<file path="config.mk">
export PLATFORM = sky130hd
export DESIGN_NAME = decoder_5to32_flat
export DESIGN_NICKNAME = d
export VERILOG_FILES = /design/src/rtl/decoder_5to32_if.sv /design/src/rtl/decoder_5to32.sv /design/src/flat_wrapper.sv
export SDC_FILE = /design/constraint.sdc
export NUM_CORES = 1
export LEC_CHECK = 0
export CAP_MARGIN = 0
export CORE_ASPECT_RATIO = 1.5
export CORE_MARGIN = 2
export CORE_UTILIZATION = 25
export DETAILED_ROUTE_END_ITERATION = 10
export GPL_ROUTABILITY_DRIVEN = 1
export HOLD_SLACK_MARGIN = 0.03
export SLEW_MARGIN = 20
export SYNTH_ARGS = -nofsm -noshare
export SYNTH_HDL_FRONTEND = slang
export SYNTH_SLANG_ARGS = --single-unit
</file>
<file path="constraint.sdc">
create_clock -name clk -period 2.5 [get_ports clk]
set_input_delay 0.5 -clock clk [delete_from_list [all_inputs] [get_ports clk]]
set_output_delay 0.5 -clock clk [all_outputs]
set_load 0.02 [all_outputs]
</file>
<file path="src/rtl/decoder_5to32_if.sv">
// Bus bundle for the 5-to-32 decoder: index/enable in, live and captured decodes out.
// The requester drives in5/en (master); the decoder drives the decode outputs (slave).
interface decoder_5to32_if;
   logic [4:0]  in5;
   logic        en;
   logic [31:0] out32;
   logic [31:0] out32_q;
   logic        valid_q;
   logic [4:0]  idx_q;

   // No handshake: en is a capture strobe, sampled on every rising edge with no back-pressure.
   modport master (
      output in5,
      output en,
      input  out32,
      input  out32_q,
      input  valid_q,
      input  idx_q
   );

   modport slave (
      input  in5,
      input  en,
      output out32,
      output out32_q,
      output valid_q,
      output idx_q
   );
endinterface

</file>
<file path="src/rtl/decoder_5to32.sv">
// 5-to-32 one-hot decoder with a live combinational decode and an en-captured registered copy.
// Optional macro DECODER_ZERO_MASK_EN forces bit 0 low on both decodes (hardwired register x0).
module decoder_5to32 (
   input  logic            clk,
   input  logic            rst_n,
   decoder_5to32_if.slave  bus
);

   logic [31:0] w_onehot;
   logic [31:0] w_decode;
   logic [31:0] r_out32_q;
   logic [4:0]  r_idx_q;
   logic        r_valid_q;

   always_comb begin
      w_onehot = 32'd1 << bus.in5;
      w_decode = w_onehot;
`ifdef DECODER_ZERO_MASK_EN
      w_decode[0] = 1'b0;
`else
      w_decode[0] = w_onehot[0];
`endif
   end

   // Registered copy only moves on an enabled edge, so in5 wiggles between edges never reach it.
   always_ff @(posedge clk or negedge rst_n) begin
      if (!rst_n) begin
         r_out32_q <= 32'd0;
         r_idx_q   <= 5'd0;
         r_valid_q <= 1'b0;
      end else if (bus.en) begin
         r_out32_q <= w_decode;
         r_idx_q   <= bus.in5;
         r_valid_q <= 1'b1;
      end
   end

   assign bus.out32   = w_decode;
   assign bus.out32_q = r_out32_q;
   assign bus.idx_q   = r_idx_q;
   assign bus.valid_q = r_valid_q;

endmodule

</file>
<file path="src/flat_wrapper.sv">
// flat-port wrapper written by rule: the top's interface ports become plain ports
module decoder_5to32_flat 
  (clk, rst_n, bus_in5, bus_en, bus_out32, bus_out32_q, bus_valid_q, bus_idx_q);
  decoder_5to32_if bus_i ();
  input  logic clk;
  input  logic rst_n;
  input wire logic [$bits(bus_i.in5)-1:0] bus_in5;
  input wire logic [$bits(bus_i.en)-1:0] bus_en;
  output wire logic [$bits(bus_i.out32)-1:0] bus_out32;
  output wire logic [$bits(bus_i.out32_q)-1:0] bus_out32_q;
  output wire logic [$bits(bus_i.valid_q)-1:0] bus_valid_q;
  output wire logic [$bits(bus_i.idx_q)-1:0] bus_idx_q;
  assign bus_i.in5 = bus_in5;
  assign bus_i.en = bus_en;
  assign bus_out32 = bus_i.out32;
  assign bus_out32_q = bus_i.out32_q;
  assign bus_valid_q = bus_i.valid_q;
  assign bus_idx_q = bus_i.idx_q;
  decoder_5to32 u_core (.clk(clk), .rst_n(rst_n), .bus(bus_i));
endmodule
</file>
==> results.md <==
* Status: finished clean
* Hold Crit Class: in -> async
* DP Area at 2719 um^2
* Peak supply drop at 0.1909 mV
* Via count at 1529
* Number of hold buffers added after CTS at 0
* YS warnings at 0
* CTS tree: done
* Crit Path Max Fanout at 6
* Number of I/O port buffers at 77
* Max incr delay on CP at 560 ps
* CTS buffer count at 5
* Die Height at 109.0 um
* Antenna violations before repair at 0
* Worst Setup SP: bus_in5[1]
* Final estimated routing congestion in global placement at 0.7159
* DR pass1 iterations at 4
* Startpoint Class: input pin
* Tot Pwr at 0.001385 W
* Reg-to-reg slack, setup at 1740 ps
* Global route overflow at 0
* Die area at 8068 um^2
* Post-DR wirelength/cell at 14.72 um
* Non-Filler Instances at 361
* Leak at 1.229 nW
* Std-Cell Rows at 38
* Syn nets at 182
* H-tree depth at 2
* Post-route ant nets at 0
* CP arrival at 1940 ps
* DR DRC count at 0
* Cell area after synthesis at 1838 um^2
* Die width at 74.01 um
* Max cap viols at 0
* Final setup vio count at 0
* Final worst path period need at 2443 ps
* Crit path max-delay cell type: clkdlybuf4s50_1
* Most common cell after layout, fill and taps aside: clkdlybuf4s50_1
* IO Count at 78
* GRT Resource Usage Total at 0.1345
* Synthesized flop and latch total at 38
* Antenna cells at 0
* Synth cell types at 18
* Crit Path Class: in -> out
* Largest net degree at the start of global routing at 39
* DR vias/cell at 4.235
* Clk root buf: clkbuf_8
* Setup crit end kind: output pin
* Fin util at 0.3923
* Power per cell area at 491.9 nW/um^2
* Syn avg cell area at 10.56 um^2
* Reg2reg start: u_core.bus.valid_q
* TritonCTS Sinks at 38
* Starting Density at 0.2560
* DRT iter0 DRCs at 72
* Worst flop-to-flop path endpoint: u_core.bus.valid_q
* Total Wirelength at 5314 um
* Layout cell share with drive strength beyond 1 at 0.2529
* Critical path required time at 2000 ps
* Top cell type's share of synthesized area at 0.5174
* Clock slew at reported path FFs at 70 ps
* CP cell instances: clkdlybuf4s50_1, or3b_4, nor2_1, dlygate4sd2_1
* Fin crit share at 0.9772
* Area leader, netlist: dfrtp_1
* Post-Syn Instances at 174
* Post-layout net count at 268
* Max Root-Sink Buffers at 2
* Final instance area at 2816 um^2
* Final Hold Viols at 0
* Relative slew slack at 0.4205
* Slew @ Worst Pin at 869.3 ps
* Seq/Total Area, Yosys at 0.5174
* Syn-to-layout area delta at 53.23%
* Global-route wire length before repair at 8162 um
* Maximum clock rate at 0.4093 GHz
* Reg2reg path depth at 1
* Worst Skew at 0 ps
* Cells after DPL at 351
* Core area at 7179 um^2
* Clk_lat worst skew at 290 ps
* Number of global-route vias before repair at 1488
* Final HPWL DP at 3889 um
* Max-slew violations at 0
* Commonest non-fill, non-tap cells in the layout: 41 x clkdlybuf4s50_1, 38 x dfrtp_1, 32 x nor2_1, 32 x inv_1
* RSZ-0062 raised after global routing: true
* Synth top area cells: dfrtp_1 52%, o22ai_2 14%, inv_1 6.5%, nor2_1 6.5%, buf_6 4.9%
[power by group]
group | total (W) | internal [W] | switching (W)
Sequential | 0.000644 | 0.000634 | 0.0000102
Clock | 0.000515 | 0.000299 | 0.000216
Combinational | 0.000227 | 0.0000968 | 0.000130
Total | 0.00139 | 0.00103 | 0.000356
[sequential cells by signal, indices dropped and copies added (netlist names)]
signal / flops
u_core.bus.out32_q: 32
u_core.bus.idx_q: 5
u_core.bus.valid_q: 1
[critical path, delay by kind of cell]
family / cells / cell delay [ps]
and+or+nand+nor: 2 / 540
buffers and inverters: 2 / 910
[area by class of cell]
type / instances / area, um^2
repair buffers: 97 / 874.6
well taps: 100 / 125.1
clock buffers: 7 / 76.32
flip-flops and latches: 38 / 950.9
inverters: 32 / 120.1
multi-input cells: 86 / 639.4
clock inverters: 1 / 30.03
fillers: 738 / 4363
[timing repair]
| item | in CTS | in global routing |
|---|---|---|
| setup endpoints to repair | 32 | 23 |
| endpoints found under the hold margin | 0 | 0 |
| setup buffers | 1 | 1 |
| pin swaps | 1 | 1 |
| gates resized for setup | 40 | 17 |
[how the worst max path moves through the flow]
| stage | to |
|---|---|
| 6_report | bus_out32[6] |
| 5_1_grt | bus_out32[11] |
| 4_1_cts | bus_out32[21] |
| 3_5_place_dp | bus_out32[17] |
| 3_3_place_gp | bus_out32[17] |
| 2_1_floorplan | bus_out32[12] |
[logic make-up after synthesis]
logic type | Yosys count | synth area share
buffers and inverters | 50 | 0.1416
AND/OR/NAND/NOR | 49 | 0.1334
flip-flops | 38 | 0.5174
AO/OA/AOI/OAI | 32 | 0.1770
multiplexers | 5 | 0.03063
[layer usage]
metal / GRT usage / part of all wire / vias to the layer above
li1: - / - / 726
met1: 0.1687 / 0.43 / 743
met2: 0.2290 / 0.50 / 54
met3: 0.02865 / 0.058 / 6
met4: 0.03896 / 0.013 / 0
met5: 0 / 0 / -
[through the flow]
| step | TNS (ps) | hold slack (ps) | worst slack [ps] |
|---|---|---|---|
| after CTS | 0 | 367.6 | 6.235 |
| after global routing | -15.85 | 407.9 | -15.85 |
| after detailed placement | -7242 | 458.2 | -339.0 |
| after floorplan | 0 | 204.4 | 581.5 |
| final | 0 | 328.2 | 56.90 |
| after global placement | -7165 | 454.1 | -355.8 |
[cells in the mapped netlist]
cell type  instances
buf_4              2
or3b_1             4
nand3_1            2
inv_1             32
nand2_1            1
nand3b_2           2
nand2b_1           2
or3_1              1
o22ai_2           20
clkbuf_1           4
nand3b_1           3
o22ai_1           12
nor2_1            32
buf_2              4
buf_6              8
mux2_2             5
or2_2              2
dfrtp_1           38
(Power assumes the default switching activity.)
